**config.mk**
```make
export PLATFORM = sky130hd
export DESIGN_NAME = alu_accum_ctrl_flat
export DESIGN_NICKNAME = d
export VERILOG_FILES = /design/src/rtl/alu_accum_ctrl_if.sv /design/src/rtl/alu_accum_ctrl.sv /design/src/flat_wrapper.sv
export SDC_FILE = /design/constraint.sdc
export NUM_CORES = 1
export LEC_CHECK = 0
export BUFFER_PORTS_ARGS = -buffer_cell sky130_fd_sc_hd__buf_2
export CORE_AREA = 3 3 73 68
export DETAILED_ROUTE_END_ITERATION = 8
export DIE_AREA = 0 0 76 71
export GPL_TIMING_DRIVEN = 0
export PLACE_DENSITY_LB_ADDON = 0.25
export SLEW_MARGIN = 5
export SYNTH_ARGS = -nofsm -noshare
export SYNTH_HDL_FRONTEND = slang
export SYNTH_SLANG_ARGS = --single-unit
```
**constraint.sdc**
```tcl
create_clock -name clk -period 1.91 [get_ports clk]
set_input_delay 0.4775 -clock clk [delete_from_list [all_inputs] [get_ports clk]]
set_output_delay 0.4775 -clock clk [all_outputs]
set_load 0.02 [all_outputs]
```
**src/rtl/alu_accum_ctrl_if.sv**
```systemverilog
// Handshake and ALU-side bundle for alu_accum_ctrl: command in, response out,
// and the operand/result wires to the combinational ALU.
interface alu_accum_ctrl_if #(
  parameter int WIDTH = 8
);
  logic             cmd_valid;
  logic             cmd_ready;
  logic [2:0]       cmd_op;
  logic [WIDTH-1:0] cmd_data;

  logic [WIDTH-1:0] alu_a;
  logic [WIDTH-1:0] alu_b;
  logic [2:0]       alu_sel;
  logic [WIDTH-1:0] alu_result;
  logic             alu_carry;

  logic             rsp_valid;
  logic             rsp_ready;
  logic             rsp_err;

  // Environment side: issues commands, consumes responses, hosts the ALU.
  modport master (
    output cmd_valid, cmd_op, cmd_data, rsp_ready, alu_result, alu_carry,
    input  cmd_ready, alu_a, alu_b, alu_sel, rsp_valid, rsp_err
  );

  // Controller side.
  modport slave (
    input  cmd_valid, cmd_op, cmd_data, rsp_ready, alu_result, alu_carry,
    output cmd_ready, alu_a, alu_b, alu_sel, rsp_valid, rsp_err
  );
endinterface

```
**src/rtl/alu_accum_ctrl.sv**
```systemverilog
// Command front-end and result stage wrapped around the 8-bit combinational ALU.
// Accumulator feeds ALU A; each accepted command runs IDLE -> EXEC -> RESP.
module alu_accum_ctrl #(
  parameter int WIDTH = 8,
  parameter int CNT_W = 16
) (
  input  logic                clk,
  input  logic                rst_n,
  alu_accum_ctrl_if.slave     bus,
  output logic [WIDTH-1:0]    acc,
  output logic                flag_z,
  output logic                flag_c,
  output logic                flag_n,
  output logic [CNT_W-1:0]    op_count
);

  typedef enum logic [1:0] {
    IDLE,
    EXEC,
    RESP
  } state_e;

  typedef enum logic [2:0] {
    OP_ADD  = 3'b000,
    OP_SUB  = 3'b001,
    OP_AND  = 3'b010,
    OP_OR   = 3'b011,
    OP_XOR  = 3'b100,
    OP_NOT  = 3'b101,
    OP_LOAD = 3'b110,
    OP_ILL  = 3'b111
  } op_e;

  state_e           state;
  op_e              sel_q;
  logic [WIDTH-1:0] b_q;
  logic             cmd_ready_q;
  logic             rsp_valid_q;
  logic             rsp_err_q;

  assign bus.alu_a     = acc;
  assign bus.alu_b     = b_q;
  assign bus.alu_sel   = sel_q;
  assign bus.cmd_ready = cmd_ready_q;
  assign bus.rsp_valid = rsp_valid_q;
  assign bus.rsp_err   = rsp_err_q;

  // NOTE: every register, handshake outputs included, is assigned with <= in this
  // one clocked block so all of them see pre-edge values; blocking here would
  // let later statements observe half-updated state.
  always_ff @(posedge clk or negedge rst_n) begin
    if (!rst_n) begin
      state       <= IDLE;
      sel_q       <= OP_ADD;
      b_q         <= '0;
      acc         <= '0;
      flag_z      <= 1'b0;
      flag_c      <= 1'b0;
      flag_n      <= 1'b0;
      rsp_err_q   <= 1'b0;
      op_count    <= '0;
      rsp_valid_q <= 1'b0;
      cmd_ready_q <= 1'b1;
    end else begin
      case (state)
        IDLE: begin
          if (bus.cmd_valid && cmd_ready_q) begin
            b_q         <= bus.cmd_data;
            sel_q       <= op_e'(bus.cmd_op);
            cmd_ready_q <= 1'b0;
            state       <= EXEC;
          end
        end

        EXEC: begin
          case (sel_q)
            OP_ADD, OP_SUB: begin
              acc       <= bus.alu_result;
              flag_z    <= (bus.alu_result == '0);
              flag_n    <= bus.alu_result[WIDTH-1];
              flag_c    <= bus.alu_carry;
              rsp_err_q <= 1'b0;
            end
            OP_AND, OP_OR, OP_XOR, OP_NOT: begin
              acc       <= bus.alu_result;
              flag_z    <= (bus.alu_result == '0);
              flag_n    <= bus.alu_result[WIDTH-1];
              flag_c    <= 1'b0;
              rsp_err_q <= 1'b0;
            end
            // LOAD bypasses the ALU entirely; its output is whatever sel 110 gives.
            OP_LOAD: begin
              acc       <= b_q;
              flag_z    <= (b_q == '0);
              flag_n    <= b_q[WIDTH-1];
              flag_c    <= 1'b0;
              rsp_err_q <= 1'b0;
            end
            default: begin
              rsp_err_q <= 1'b1;
            end
          endcase
          rsp_valid_q <= 1'b1;
          state       <= RESP;
        end

        RESP: begin
          if (bus.rsp_ready) begin
            op_count    <= op_count + CNT_W'(1);
            rsp_valid_q <= 1'b0;
            cmd_ready_q <= 1'b1;
            state       <= IDLE;
          end
        end

        default: begin
          rsp_valid_q <= 1'b0;
          cmd_ready_q <= 1'b1;
          state       <= IDLE;
        end
      endcase
    end
  end

endmodule

```
**src/flat_wrapper.sv**
```systemverilog
// flat-port wrapper written by rule: the top's interface ports become plain ports
module alu_accum_ctrl_flat 
#(
  parameter int WIDTH = 8,
  parameter int CNT_W = 16
)
  (clk, rst_n, acc, flag_z, flag_c, flag_n, op_count, bus_cmd_valid, bus_cmd_op, bus_cmd_data, bus_rsp_ready, bus_alu_result, bus_alu_carry, bus_cmd_ready, bus_alu_a, bus_alu_b, bus_alu_sel, bus_rsp_valid, bus_rsp_err);
  alu_accum_ctrl_if #(.WIDTH(WIDTH)) bus_i ();
  input  logic clk;
  input  logic rst_n;
  output logic [WIDTH-1:0] acc;
  output logic flag_z;
  output logic flag_c;
  output logic flag_n;
  output logic [CNT_W-1:0] op_count;
  input wire logic [$bits(bus_i.cmd_valid)-1:0] bus_cmd_valid;
  input wire logic [$bits(bus_i.cmd_op)-1:0] bus_cmd_op;
  input wire logic [$bits(bus_i.cmd_data)-1:0] bus_cmd_data;
  input wire logic [$bits(bus_i.rsp_ready)-1:0] bus_rsp_ready;
  input wire logic [$bits(bus_i.alu_result)-1:0] bus_alu_result;
  input wire logic [$bits(bus_i.alu_carry)-1:0] bus_alu_carry;
  output wire logic [$bits(bus_i.cmd_ready)-1:0] bus_cmd_ready;
  output wire logic [$bits(bus_i.alu_a)-1:0] bus_alu_a;
  output wire logic [$bits(bus_i.alu_b)-1:0] bus_alu_b;
  output wire logic [$bits(bus_i.alu_sel)-1:0] bus_alu_sel;
  output wire logic [$bits(bus_i.rsp_valid)-1:0] bus_rsp_valid;
  output wire logic [$bits(bus_i.rsp_err)-1:0] bus_rsp_err;
  assign bus_i.cmd_valid = bus_cmd_valid;
  assign bus_i.cmd_op = bus_cmd_op;
  assign bus_i.cmd_data = bus_cmd_data;
  assign bus_i.rsp_ready = bus_rsp_ready;
  assign bus_i.alu_result = bus_alu_result;
  assign bus_i.alu_carry = bus_alu_carry;
  assign bus_cmd_ready = bus_i.cmd_ready;
  assign bus_alu_a = bus_i.alu_a;
  assign bus_alu_b = bus_i.alu_b;
  assign bus_alu_sel = bus_i.alu_sel;
  assign bus_rsp_valid = bus_i.rsp_valid;
  assign bus_rsp_err = bus_i.rsp_err;
  alu_accum_ctrl #(.WIDTH(WIDTH), .CNT_W(CNT_W)) u_core (.clk(clk), .rst_n(rst_n), .bus(bus_i), .acc(acc), .flag_z(flag_z), .flag_c(flag_c), .flag_n(flag_n), .op_count(op_count));
endmodule
```
* Yosys cells after proc, flatten, opt, wreduce, memory -nomap -nowiden
Index checks and enable logic that the tools add are counted.
** Storage, ports and cells
- Flip-flop bits (word level) :: 43
- Latch bits :: 0
- RAM bits :: 0
- Memory bits (read-only) :: 0
- Input bits :: 24
- Output and inout bits :: 49
- Memories kept :: 0
** Operators by class
- Add/sub/neg operators :: 1
- Multiply operators :: 0
- Divide/modulo/power cells :: 0
- $lt $le $gt $ge :: 0
- Eq/ne operators :: 10
- Shift operators :: 0
- Muxes and demuxes :: 13
- Bitwise operators :: 2
- Reductions and logical operators :: 18
** Operators by type and width (number)
- adder 16 x 1 -> 16 bit, second input constant :: 1
- zero test 8 bit :: 2
- case mux 8 bit (2 select lines) :: 1
- AND reduction 2 bit :: 6
- equality test 3 bit, second input constant :: 3
- OR reduction 7 bit :: 1
- equality test 3 x 2 -> 1 bit, second input constant :: 2
- case mux 1 bit (2 select lines) :: 3
- case mux 1 bit (3 select lines) :: 2
- case mux 2 bit (3 select lines) :: 1
- OR reduction 6 bit :: 1
- OR reduction 5 bit :: 1
- 2-to-1 mux 1 bit :: 4
- 2-to-1 mux 2 bit :: 2
- nonzero test 2 bit :: 2
- equality test 3 x 1 -> 1 bit, second input constant :: 1
- zero test 3 bit :: 1
- AND reduction 3 bit :: 1
- equality test 2 x 1 -> 1 bit, second input constant :: 1
- equality test 2 bit, second input constant :: 1
- zero test 2 bit :: 1
- != test 2 x 1 -> 1 bit, second input constant :: 1
- != test 2 bit, second input constant :: 1
- inverter 1 bit :: 2
- 2 further kinds :: 2

* Longest topological paths before layout
Gate-level depths: netlist of the first run.
- Depth in word-level cells :: 4
- Gate-level depth with buffers :: 5
- Gate-level depth less buffers :: 5

* Worst setup path before layout of the first run
OpenSTA, ideal clock, no wires.
- Path type :: reg2reg
- From :: reg u_core.op_count[0]
- To :: reg u_core.op_count[12]
- Arrival :: 1390 ps
- Setup slack :: 390 ps
- Stages on the path, launching flop included :: 6
- Cells stage by stage :: dfrtp_1 > ha_1 > nand3_1 > nor4_4 > nand3_1 > xnor2_1
** On the way
- Cells in the longest elaborated chain, start to end :: 1
** Ends and longest elaborated chain
- start, declared :: RTL line alu_accum_ctrl.sv:14 : output logic [CNT_W-1:0] op_count
- start signal, assigned :: RTL line alu_accum_ctrl.sv:109 : op_count <= op_count + CNT_W'(1);
- adder 16 x 1 -> 16 bit :: RTL line alu_accum_ctrl.sv:109
Every way passes these cells.
A chain may end at the register's enable or synchronous reset.

* Worst setup path in the final report of the first run
- From :: reg u_core.state[0]
- To :: reg u_core.b_q[6] (netlist: u_core.bus.alu_b[6])
** On the way
- Cells in the longest elaborated chain, start to end :: 2
** Ends and longest elaborated chain
- start, declared :: RTL line alu_accum_ctrl.sv:34 : state_e state;
- start signal, assigned :: RTL line alu_accum_ctrl.sv:53 : state <= IDLE;
- start signal, assigned :: RTL line alu_accum_ctrl.sv:71 : state <= EXEC;
- start signal, assigned :: RTL line alu_accum_ctrl.sv:104 : state <= RESP;
- zero test 2 bit :: RTL line alu_accum_ctrl.sv:65 : case (state)
- AND reduction 2 bit (no line)
- end signal, assigned :: RTL line alu_accum_ctrl.sv:68 : b_q <= bus.cmd_data;
- end, declared :: RTL line alu_accum_ctrl.sv:36 : logic [WIDTH-1:0] b_q;
Every way passes these cells.

==> results.cfg, run 1 <==
[floorplan]
io_pins = 73
dieArea_um2 = 5400
dieHeight_um = 71
core_area_um2 = 4350
rows = 23
die_w_um = 76
initial_core_util_pct = 43.5

[setup_path]
r2r_slack_ns = 0.25
end_kind = flop
slowest_delay_ns = 0.46
reg2regPathDepth = 4
crit_arrival_ns = 1.83
crit_type = reg -> reg
crit_chain = nand2b_1, nor3b_2, buf_4, mux2_2
cp-startpoint = u_core.state[0]
crit_path_start_kind = flop
critPathMaxFanout = 10
critPathTopFamily = simple AND/OR/NAND/NOR gates
cp_num_cells = 4
cpMaxStageDelayCell = dfrtp_1
timing.rr.start = u_core.state[0]
cp.required_ns = 2.08
r2r_end = u_core.bus.alu_b[6]
cp.buffers_inverters = 1

[logic_synthesis]
ys_types = 34
syn-cell-area_um2 = 1890
yosys.area.top_type = dfrtp_1
netlist.area_leader.share_pct = 54.3
synth_area_leaders = dfrtp_1, mux2_2, xnor2_1
yosysSeqAreaShare_pct = 55.7
syn_nets = 183
yosysWarnings = 0
ys_dominant_reg_cell = dfrtp_1
syn-mean-instance-area_um2 = 12.0
ys_ff_latch = 42
syn_inst = 158
synthArstFlopShare_pct = 100
synth_edf_count = 0

[sta]
slew_viol_final = 0
hold_viol = 0
rsz0062_at_grt = no
relSlewSlack_pct = 39.6
timing.fmax_ghz = 0.604
setup_violations = 0
worstMarginPinSlew_ns = 0.906
fin_crit_ns = 1.66
clock_skew_ns = 0.00901
finalSetupTns_ns = 0
post-route-period-util_pct = 86.7

[pwr]
p_switching_uw = 319
pwr-share-seq_pct = 53.7
p_total_uw = 1650
clkPwrFrac_pct = 43.1
p_per_area_nw_per_um2 = 677
ir_drop_uv = 367
leakagePower_uw = 0.00139
comb_power_share_pct = 3.2
swShare_pct = 19.3
p_int_uw = 1340

[cts]
clock_path_buffers = 2
ctsResizeCount = 0
cts_buffers = 5
root_buffer = clkbuf_8
worstSkewPairLatency_ns = 0.29
cts_setup_buffers = 0
postCtsHoldBufs = 0
cts_htree_levels = 2
cts_tree = done
path_clk_slew_ns = 0.08
clock-sinks = 42

[grt]
grt_pass1_wl_um = 6560
overflow = 0
grt_max_degree = 43
grt_pass1_vias = 1360
antenna_found_initial = 0
grt_usage_pct = 15.2

[cells_and_area]
final_common_cell = buf_2
final_nets = 262
drive_gt1_share_pct = 44.5
syn_to_final_growth_pct = 29.3
antenna_cells = 0
final_cell_mix = buf_2, dfrtp_1, nand2_1

[placed_design]
dpl.hpwl_um = 2940
portBuffers = 72
gp_congestion = 0.823

[run_status]
status = completed

[routing]
drt_iter0_drc = 53
routed-via-count = 1397
remaining_drc_errors = 0
drt-total-wl_um = 3960
routedWlPerCell_um = 13.2
dr.pass1.iters = 4
antenna_left = 0
via_per_inst = 4.66

[min_path]
hold_path_class = in -> async

[job]
cap_violations = 0
through the flow:
| step | instances | worst slack (ns) | area [um^2] | hold WS [ns] | utilization (%) |
|---|---|---|---|---|---|
| finish | 300 | 0.254 | 2440 | 0.314 | 56.3 |
| global route | 300 | 0.167 | 2440 | 0.387 | 56.3 |
| CTS | 300 | 0.226 | 2440 | 0.357 | 56.3 |
| detailed placement | 292 | 0.240 | 2330 | 0.462 | 53.6 |
| global placement | 292 | 0.264 | 2330 | 0.458 | 53.6 |
| floorplan | 158 | 0.390 | 1890 | 0.182 | - |
metal layers:
layer	GRT usage [%]	up-vias	share of wire, %
met5	0	-	0
met4	5.03	0	1.6
met3	5.60	7	6.3
met2	22.9	41	46
met1	20.4	648	46
li1	-	701	-
cell usage after synthesis, drive strengths merged (4+ instances only):
cell type / instances
o21ai: 10
nand3: 8
nand2: 17
mux2: 11
buf: 11
xor2: 4
nor4: 4
nand4: 4
mux2i: 8
nor2: 6
dfrtp: 41
xnor2: 11
cells by family (layout without fill, tap and decap cells):
group           after synthesis  count (layout)  share of synthesized area, %
simple gates                 51              51                          16.1
mux                          19              19                          10.8
buf+inv                      14              94                          4.83
flops                        42              42                          55.7
xor+xnor                     15              15                          6.95
fa+ha+maj                     1               1                         0.662
compound gates               16              16                          4.96
state kept, by name, indices dropped and copies added (netlist names), 2 cells and up:
signal	count
u_core.state	2
u_core.acc	7
u_core.bus.alu_b	8
u_core.bus.alu_sel	3
u_core.op_count	16
layout make-up:
cell class	instances	area [um^2]
Clock buffer	7	86.3
Multi-Input combinational cell	102	747
Sequential cell	42	1050
Buffer	13	87.6
Fill cell	385	1900
Clock inverter	1	30.0
Inverter	1	3.75
Tap cell	62	77.6
Timing Repair Buffer	72	360
power by group through the flow:
stage	registers [uW]	clock network, uW	logic [uW]
6_report	888	714	52.3
5_1_grt	888	780	60.1
4_1_cts	888	742	54.3
3_5_place_dp	906	0	54.3
3_3_place_gp	906	0	53.1
2_1_floorplan	906	0	7.15
worst max-delay path by stage:
stage	slack, ns	to
global placement	0.26	u_core.bus.alu_b[3]
CTS	0.23	u_core.bus.alu_b[6]
finish	0.25	u_core.bus.alu_b[6]
detailed placement	0.24	u_core.bus.alu_b[6]
global route	0.17	u_core.bus.alu_b[0]
floorplan	0.39	u_core.op_count[12]
No activity file was read; power rests on OpenSTA's default activity.
==> run 2, diff against run 1 <==
Settings changed: CTS_BUF_LIST set to sky130_fd_sc_hd__clkbuf_16, PLACE_DENSITY set to 0.73, PLACE_DENSITY_LB_ADDON 0.25 to not set.
==> results.cfg, run 2 (same netlist as run 1, synthesis figures left out) <==
[routing]
routedWlPerCell_um = 12.8
drt-total-wl_um = 3830
drt_iter0_drc = 62
dr.pass1.iters = 4
via_per_inst = 4.68
routed-via-count = 1403
remaining_drc_errors = 0
antenna_left = 0

[sta]
relSlewSlack_pct = 39.3
finalSetupTns_ns = 0
finalWorstSetupSlack_ns = 0.298
worstMarginPinSlew_ns = 0.910
setup_violations = 0
post-route-period-util_pct = 84.4
rsz0062_at_grt = no
timing.fmax_ghz = 0.620
clock_skew_ns = 0.00439
fin_crit_ns = 1.61
hold_viol = 0
slew_viol_final = 0

[cts]
path_clk_slew_ns = 0.06
cts_setup_buffers = 0
ctsResizeCount = 0
clock-sinks = 42
cts_tree = done
cts_htree_levels = 2
cts_buffers = 5
postCtsHoldBufs = 0
root_buffer = clkbuf_16
clock_path_buffers = 2
worstSkewPairLatency_ns = 0.27

[cells_and_area]
final_nets = 262
syn_to_final_growth_pct = 32.0
drive_gt1_share_pct = 44.5
fillers = 378
largest_register_ff_count = 16
regMostFlops = u_core.op_count
final_common_cell = buf_2
antenna_cells = 0
multi_input_area_um2 = 747
final_cell_mix = buf_2, dfrtp_1, nand2_1
ff_latch_area_um2 = 1050
fin_cells = 300

[grt]
antenna_found_initial = 0
overflow = 0
grt_pass1_vias = 1405
grt_usage_pct = 14.7
grt_max_degree = 43
grt_pass1_wl_um = 6500

[pwr]
p_switching_uw = 344
ir_drop_uv = 487
swShare_pct = 18.4
clkPwrFrac_pct = 49.5
leakagePower_uw = 0.00141
p_per_area_nw_per_um2 = 748
pwr-share-seq_pct = 47.7
comb_power_share_pct = 2.8
p_int_uw = 1520

[setup_path]
crit_path_start_kind = flop
crit_arrival_ns = 1.77
cp.required_ns = 2.07
critPathMaxFanout = 10
r2r_slack_ns = 0.30
r2r_end = u_core.bus.alu_b[5]
end_kind = flop
crit_type = reg -> reg
timing.rr.start = u_core.state[0]
reg2regPathDepth = 4

[min_path]
hold_path_class = in -> async

[job]
cap_violations = 0

[placed_design]
portBuffers = 72
dpl.hpwl_um = 2950
pre_cts_slack_ns = 0.285
dp_cells = 292
gp_congestion = 0.728

[floorplan]
dieArea_um2 = 5400
initial_core_util_pct = 43.5
core_area_um2 = 4350
die_w_um = 76
dieHeight_um = 71
io_pins = 73
rows = 23

[run_status]
status = completed
[run 2: cell count changes in the layout (fill, tap and decap cells not counted)]
cell	delta
clkbuf_16	+5
clkbuf_8	-6
clkbuf_1	-1
clkinvlp_4	+1
inv_1	+1
[run 2: area by class of cell]
| cell class | instances | area share (%) |
|---|---|---|
| buffer | 13 | 3.51 |
| clock buffer | 5 | 5.02 |
| clock inverter | 3 | 1.65 |
| inverter | 1 | 0.150 |
| multi-input combinational | 102 | 29.9 |
| sequential | 42 | 42.2 |
| tap | 62 | 3.11 |
| timing repair buffer | 72 | 14.4 |
[run 2: how the worst max path moves through the flow]
stage	start	end	slack, ns	depth (start not counted)
4_1_cts	u_core.state[0]	u_core.bus.alu_b[5]	0.29	4
2_1_floorplan	u_core.op_count[0]	u_core.op_count[12]	0.39	5
3_5_place_dp	bus_cmd_valid	u_core.bus.alu_b[5]	0.28	5
6_report	u_core.state[0]	u_core.bus.alu_b[5]	0.30	4
3_3_place_gp	bus_cmd_valid	u_core.bus.alu_b[5]	0.30	5
5_1_grt	u_core.state[0]	u_core.acc[0]	0.18	5
[run 2: power by group through the flow]
stage | Sequential (uW) | Combinational [uW] | Clock, uW
6_report | 890 | 51.5 | 924
5_1_grt | 889 | 59.4 | 980
4_1_cts | 890 | 53.5 | 942
3_5_place_dp | 906 | 53.3 | 0
3_3_place_gp | 906 | 53.6 | 0
2_1_floorplan | 906 | 7.15 | 0
[run 2: stage by stage]
step / total power [uW] / cell area [um^2] / util (%) / hold slack (ns)
final: 1870 / 2490 / 57.4 / 0.333
after global routing: 1930 / 2490 / 57.4 / 0.421
after CTS: 1890 / 2490 / 57.4 / 0.370
after detailed placement: 959 / 2330 / 53.6 / 0.465
after global placement: 960 / 2330 / 53.6 / 0.458
after floorplan: 913 / 1890 / - / 0.182
[run 2: critical path, cell delays in order (launching register included)]
cell	delay [ns]
dfrtp_1	0.45
nand2b_1	0.20
nor3b_2	0.27
buf_4	0.23
mux2_2	0.34
[run 2: routing by layer]
layer / share of wire (%) / up-vias / GRT usage [%]
li1: - / 700 / -
met1: 46 / 660 / 19.0
met2: 49 / 38 / 25.0
met3: 4.5 / 5 / 2.93
met4: 1.1 / 0 / 4.83
met5: 0 / - / 0
